[src/rtl/mem_ctrl_pkg.sv]
// Shared types and constants for the byte-serial unified RAM controller.
package mem_ctrl_pkg;
   localparam int unsigned AddrWidth  = 32;
   localparam int unsigned DataWidth  = 32;
   localparam int unsigned RamLatency = 1;
   localparam int unsigned CntWidth   = 3;

   typedef enum logic [1:0] {IDLE = 2'd0, BUSY = 2'd1, DONE = 2'd2} state_e;
   typedef enum logic [1:0] {LenByte = 2'b00, LenHalf = 2'b01, LenWord = 2'b10} len_e;
   typedef enum logic {OwnIF = 1'b0, OwnMEM = 1'b1} owner_e;

   // Reserved code 11 behaves as a word access.
   function automatic len_e len_decode(input logic [1:0] code);
      case (code)
         2'b00:   return LenByte;
         2'b01:   return LenHalf;
         default: return LenWord;
      endcase
   endfunction

   function automatic logic [CntWidth-1:0] len_bytes(input len_e len);
      case (len)
         LenByte: return CntWidth'(1);
         LenHalf: return CntWidth'(2);
         default: return CntWidth'(4);
      endcase
   endfunction
endpackage

[src/rtl/mem_ctrl_byte_pack.sv]
// Combines four little-endian bytes into a 32-bit load result with sign/zero extension.
module mem_byte_pack
   import mem_ctrl_pkg::*;
(
   input  logic [3:0][7:0]       i_bytes,
   input  len_e                  i_len,
   input  logic                  i_signed,
   output logic [DataWidth-1:0]  o_data_c
);
   always_comb begin
      o_data_c = i_bytes;
      case (i_len)
         LenByte: o_data_c = {{24{i_signed & i_bytes[0][7]}}, i_bytes[0]};
         LenHalf: o_data_c = {{16{i_signed & i_bytes[1][7]}}, i_bytes[1], i_bytes[0]};
         default: o_data_c = i_bytes;
      endcase
   end
endmodule

[src/rtl/mem_ctrl.sv]
// Arbitrates IF and MEM onto a byte-wide RAM, sequencing each access as 1/2/4 byte cycles.
module mem_ctrl
   import mem_ctrl_pkg::*;
(
   input  logic                  clk_in,
   input  logic                  rst_in,
   input  logic                  if_req,
   input  logic [AddrWidth-1:0]  if_addr,
   output logic [DataWidth-1:0]  if_data,
   output logic                  if_done,
   input  logic                  mem_read,
   input  logic                  mem_write,
   input  logic                  mem_signed,
   input  logic [AddrWidth-1:0]  mem_addr,
   input  logic [1:0]            mem_len,
   input  logic [DataWidth-1:0]  mem_w_data,
   output logic [DataWidth-1:0]  mem_r_data,
   output logic                  mem_done,
   output logic [AddrWidth-1:0]  ram_addr,
   output logic                  ram_wr,
   output logic [7:0]            ram_dout,
   input  logic [7:0]            ram_din
);
   state_e                r_state;
   owner_e                r_owner;
   len_e                  r_len;
   logic                  r_write;
   logic                  r_signed;
   logic [23:0]           r_wdata;
   logic [CntWidth-1:0]   r_cnt;
   logic [3:0][7:0]       r_asm;
   logic [AddrWidth-1:0]  r_ram_addr;
   logic                  r_ram_wr;
   logic [7:0]            r_ram_dout;
   logic [DataWidth-1:0]  r_if_data;
   logic                  r_if_done;
   logic [DataWidth-1:0]  r_mem_r_data;
   logic                  r_mem_done;

   logic [CntWidth-1:0]   w_n;
   logic [CntWidth-1:0]   w_last_rd;
   logic [1:0]            w_idx;
   logic [3:0][7:0]       w_asm;
   logic [DataWidth-1:0]  w_pack;

   assign w_n       = len_bytes(r_len);
   assign w_last_rd = w_n + CntWidth'(RamLatency - 1);
   assign w_idx     = 2'(r_cnt - CntWidth'(RamLatency));

   // Merge the byte arriving this cycle so the final byte is included on the DONE transition.
   always_comb begin
      w_asm = r_asm;
      if (r_cnt >= CntWidth'(RamLatency)) w_asm[w_idx] = ram_din;
   end

   mem_byte_pack u_pack (
      .i_bytes  (w_asm),
      .i_len    (r_len),
      .i_signed (r_signed),
      .o_data_c (w_pack)
   );

   always_ff @(posedge clk_in or posedge rst_in) begin
      if (rst_in) begin
         r_state      <= IDLE;
         r_owner      <= OwnIF;
         r_len        <= LenWord;
         r_write      <= 1'b0;
         r_signed     <= 1'b0;
         r_wdata      <= '0;
         r_cnt        <= '0;
         r_asm        <= '0;
         r_ram_addr   <= '0;
         r_ram_wr     <= 1'b0;
         r_ram_dout   <= '0;
         r_if_data    <= '0;
         r_if_done    <= 1'b0;
         r_mem_r_data <= '0;
         r_mem_done   <= 1'b0;
      end else begin
         r_if_done  <= 1'b0;
         r_mem_done <= 1'b0;
         case (r_state)
            IDLE: begin
               r_cnt <= '0;
               r_asm <= '0;
               if (mem_read || mem_write) begin
                  r_state    <= BUSY;
                  r_owner    <= OwnMEM;
                  r_len      <= len_decode(mem_len);
                  r_write    <= mem_write;
                  r_signed   <= mem_signed;
                  r_wdata    <= mem_w_data[31:8];
                  r_ram_addr <= mem_addr;
                  r_ram_wr   <= mem_write;
                  r_ram_dout <= mem_write ? mem_w_data[7:0] : 8'h00;
               end else if (if_req) begin
                  r_state    <= BUSY;
                  r_owner    <= OwnIF;
                  r_len      <= LenWord;
                  r_write    <= 1'b0;
                  r_signed   <= 1'b0;
                  r_wdata    <= '0;
                  r_ram_addr <= if_addr;
                  r_ram_wr   <= 1'b0;
                  r_ram_dout <= 8'h00;
               end
            end
            BUSY: begin
               if (r_write) begin
                  if (r_cnt == w_n - CntWidth'(1)) begin
                     r_state    <= DONE;
                     r_ram_wr   <= 1'b0;
                     r_ram_dout <= 8'h00;
                     r_mem_done <= (r_owner == OwnMEM);
                     r_if_done  <= (r_owner == OwnIF);
                  end else begin
                     r_cnt      <= r_cnt + CntWidth'(1);
                     r_ram_addr <= r_ram_addr + AddrWidth'(1);
                     r_ram_dout <= r_wdata[7:0];
                     r_wdata    <= {8'h00, r_wdata[23:8]};
                  end
               end else begin
                  r_asm <= w_asm;
                  if (r_cnt == w_last_rd) begin
                     r_state <= DONE;
                     if (r_owner == OwnIF) begin
                        r_if_data <= w_pack;
                        r_if_done <= 1'b1;
                     end else begin
                        r_mem_r_data <= w_pack;
                        r_mem_done   <= 1'b1;
                     end
                  end else begin
                     r_cnt <= r_cnt + CntWidth'(1);
                     if (r_cnt + CntWidth'(1) < w_n) r_ram_addr <= r_ram_addr + AddrWidth'(1);
                  end
               end
            end
            DONE:    r_state <= IDLE;
            default: r_state <= IDLE;
         endcase
      end
   end

   assign if_data    = r_if_data;
   assign if_done    = r_if_done;
   assign mem_r_data = r_mem_r_data;
   assign mem_done   = r_mem_done;
   assign ram_addr   = r_ram_addr;
   assign ram_wr     = r_ram_wr;
   assign ram_dout   = r_ram_dout;
endmodule

[config.mk]
export PLATFORM = sky130hd
export DESIGN_NAME = mem_ctrl
export DESIGN_NICKNAME = d
export VERILOG_FILES = /design/src/rtl/mem_ctrl_pkg.sv /design/src/rtl/mem_ctrl_byte_pack.sv /design/src/rtl/mem_ctrl.sv
export SDC_FILE = /design/constraint.sdc
export NUM_CORES = 1
export LEC_CHECK = 0
export BUFFER_PORTS_ARGS = -buffer_cell sky130_fd_sc_hd__buf_2
export CORE_MARGIN = 2
export CORE_UTILIZATION = 25
export DETAILED_ROUTE_END_ITERATION = 7
export GPL_ROUTABILITY_DRIVEN = 0
export PLACE_DENSITY = 0.56
export SLEW_MARGIN = 40
export SYNTH_ARGS = -nofsm -noshare
export SYNTH_HDL_FRONTEND = slang
export SYNTH_HIERARCHICAL = 1
export SYNTH_SLANG_ARGS = --single-unit
[constraint.sdc]
create_clock -name clk_in -period 4.97 [get_ports clk_in]
set_input_delay 0.497 -clock clk_in [delete_from_list [all_inputs] [get_ports clk_in]]
set_output_delay 0.497 -clock clk_in [all_outputs]
set_load 0.02 [all_outputs]
==> run summary <==
Post-synth EDFFs -> 0
PD cells -> 703.3 mW/mm2
gr ovfl total -> 0
dpl ws -> 1.500 ns
vias per inst -> 4.890
RSZ-0062 raised after global routing -> no
Mapped Area -> 0.009241 mm2
root buffer cell -> clkbuf_16
crit path buf inv count -> 1
largest net degree at the start of global routing -> 141
TNS Setup -> 0 ns
Worst VDD drop -> 0.0003003 V
clock buffer depth -> 2
met1 GRT Util -> 19.72%
postcts setup bufs -> 0
Num CTS Buffers -> 17
kind of critical path -> flop to flop
Crit. End Element -> flop
Max stage delay on crit path -> 0.93 ns
Post-CTS Resized -> 0
minimum clock period after layout -> 3.495 ns
r2r startpoint -> r_len[1]
GRT met3 Usage -> 3.576%
CTS tree -> yes
Worst setup SP type -> flop
worst min path class -> input port to asynchronous set/reset pin
fin crit share -> 70.32%
clk sinks -> 173
global route hottest layer -> met2
asr flop ratio synth -> 100.0%
initial antenna violation count -> 5
Synth cell types -> 80
H-tree levels -> 4
Seq cells post-synth -> 173
core area -> 0.03652 mm2
area delta synth->final -> 22.68%
vias in the first global route -> 7604
worst skew pair latency -> 0.45 ns
first-pass GRT wire length -> 43820 um
Post-CTS Hold Buffers -> 0
R2R setup slack -> 1.48 ns
Via Count -> 7834
clk slew on worst S/H paths -> 0.07 ns
Detailed Route Iter0 Violations -> 507
CP max stage cell -> dfstp_2
WL final -> 28420 um
Primary FF master, synth -> dfrtp_1
crit path from -> r_len[1]
worst-margin pin slew -> 0.7011 ns
Worst R2R End -> ram_addr[4]
reg2reg path depth -> 9
GRT met2 Usage -> 22.80%
CP max FO -> 35
Total Routing Usage GR -> 14.62%
sequential fraction of the synthesis area -> 46.86%
Port-buffer cells -> 218
final setup vio count -> 0
Synth Area per Inst -> 9.748 um2
Top Family by Delay on Critical Path -> compound AO/OA/AOI/OAI gates
CP Data Arrival Time -> 3.83 ns
leak pwr -> 5.491 nW
# nets final -> 1239
Final ANT Viol Nets -> 0
Pre-antenna DRT Iters -> 6
die height -> 196.3 um
CP most frequent cell -> ha_1
worst setup margin -> 1.475 ns
skew final -> 0.01120 ns
Die ar. -> 0.03852 mm2
row cnt -> 70
max-slew violations -> 0
DIE WIDTH -> 196.3 um
Cell Chain, Critical Path -> or2_2, ha_1, inv_1, ha_1, o21a_1, a21oi_2, o211a_1, nand2_1, o22a_1
wire length per cell -> 17.74 um
Syn Inst Count -> 948
Final HPWL DP -> 19870 um
CP required -> 5.31 ns
I/O Pins -> 219
DRC errors left -> 0
outcome -> finished, final reports clean
max-slew headroom at the worst pin -> 53.26%
layout cells sized above 1 -> 34.75%
Ys Warns -> 6
Max-cap violations -> 0
Starting Density -> 25.30%
Net Count, Synth -> 1069
maximum clock rate -> 286.1 MHz
Fin. Hold Viols -> 0
==> flip-flops by register name, indices dropped and copies added (netlist names) <==
register / cells
if_data: 32
mem_r_data: 32
r_asm: 32
ram_addr: 32
r_wdata: 24
ram_dout: 8
r_cnt: 3
r_len: 2
r_state: 2
if_done: 1
mem_done: 1
r_owner: 1
r_signed: 1
r_write: 1
ram_wr: 1
==> cell usage in the layout (no fill, tap or decap), types with 11 or more instances in the layout <==
cell type | Yosys | final
buf_2 | 25 | 218
a22oi_1 | 24 | 24
nand2_1 | 196 | 196
clkbuf_16 | 0 | 17
a21oi_1 | 23 | 23
mux2_2 | 91 | 91
dfrtp_1 | 172 | 172
a31oi_1 | 23 | 23
a211oi_1 | 15 | 15
inv_1 | 12 | 11
and3_1 | 17 | 17
nand3_1 | 50 | 50
nor2_1 | 16 | 14
buf_4 | 12 | 13
o21ai_0 | 61 | 61
==> area by class of cell <==
type | count | area [um2]
well taps | 468 | 585.6
inverters | 12 | 48.80
fillers | 3820 | 25190
repair buffers | 234 | 1256
flip-flops and latches | 173 | 4330
clock buffers | 17 | 425.4
multi-input cells | 680 | 4486
diodes | 3 | 7.507
clock inverters | 15 | 197.7
==> kinds of logic (layout without fill, tap and decap cells) <==
| kind of cell | Yosys count | in the layout | share of synthesized area (%) |
|---|---|---|---|
| and+or+nand+nor | 335 | 335 | 17.19 |
| AOI/OAI and AO/OA | 231 | 231 | 16.87 |
| DFF | 173 | 173 | 46.86 |
| muxes | 101 | 101 | 12.39 |
| buffers and inverters | 95 | 278 | 4.942 |
| adders and majority gates | 9 | 9 | 1.219 |
| xor gates and xnor gates | 4 | 4 | 0.5281 |
| other | 0 | 3 | 0 |
==> per-stage QoR <==
stage	power [mW]	hold WS, ns	cells	area [um2]	util (%)
floorplan	5.410	0.4502	948	9245	-
global placement	6.513	0.4627	1565	10650	29.16
detailed placement	6.579	0.4713	1565	10660	29.18
CTS	8.031	0.2051	1597	11280	30.89
global route	8.559	0.01028	1602	11340	31.04
finish	7.973	0.005205	1602	11340	31.04
==> worst max path at each step <==
stage	endpoint	slack, ns	cells past startpoint
2_1_floorplan	mem_r_data[25]	2.11	11
4_1_cts	ram_addr[4]	1.48	9
6_report	ram_addr[4]	1.48	9
5_1_grt	ram_addr[4]	1.18	9
3_5_place_dp	ram_addr[4]	1.50	9
3_3_place_gp	ram_addr[4]	1.54	9
==> synthesized netlist by cell type, drive strengths merged, types with 3 or more instances <==
cell | instances | area share [%]
nand2 | 196 | 8.0
dfrtp | 172 | 47
mux2 | 97 | 12
o21ai | 74 | 4.2
nand3 | 50 | 2.7
buf | 46 | 2.9
clkbuf | 37 | 1.5
a22oi | 25 | 2.1
a21oi | 24 | 1.3
a31oi | 23 | 1.6
a211oi | 17 | 1.5
and3 | 17 | 1.2
nor2 | 16 | 0.65
inv | 12 | 0.49
a21o | 10 | 0.81
o31ai | 10 | 0.92
ha | 9 | 1.2
nand4 | 8 | 0.77
nor3 | 7 | 0.56
o22a | 7 | 0.66
a2bb2oi | 6 | 0.57
and2 | 6 | 0.41
or2 | 6 | 0.41
a31o | 5 | 0.47
nand2b | 5 | 0.42
or3 | 5 | 0.34
and4 | 4 | 0.38
mux2i | 4 | 0.57
o21a | 4 | 0.32
o31a | 4 | 0.38
a22o | 3 | 0.28
a41oi | 3 | 0.28
o41ai | 3 | 0.28
or4 | 3 | 0.24
==> where the power goes <==
part / leakage (nW) / total [mW] / switching, mW / internal, mW
clock network: 0.295 / 1.42 / 0.652 / 0.769
registers: 2.23 / 2.54 / 0.522 / 2.02
logic: 2.97 / 4.01 / 2.51 / 1.50
==> layer usage <==
metal	up-vias	share of wire [%]
met5	-	0.084
met4	4	1.6
met3	31	4.7
met2	194	47
met1	3855	46
li1	3750	-
No activity file was read; power rests on OpenSTA's default activity.
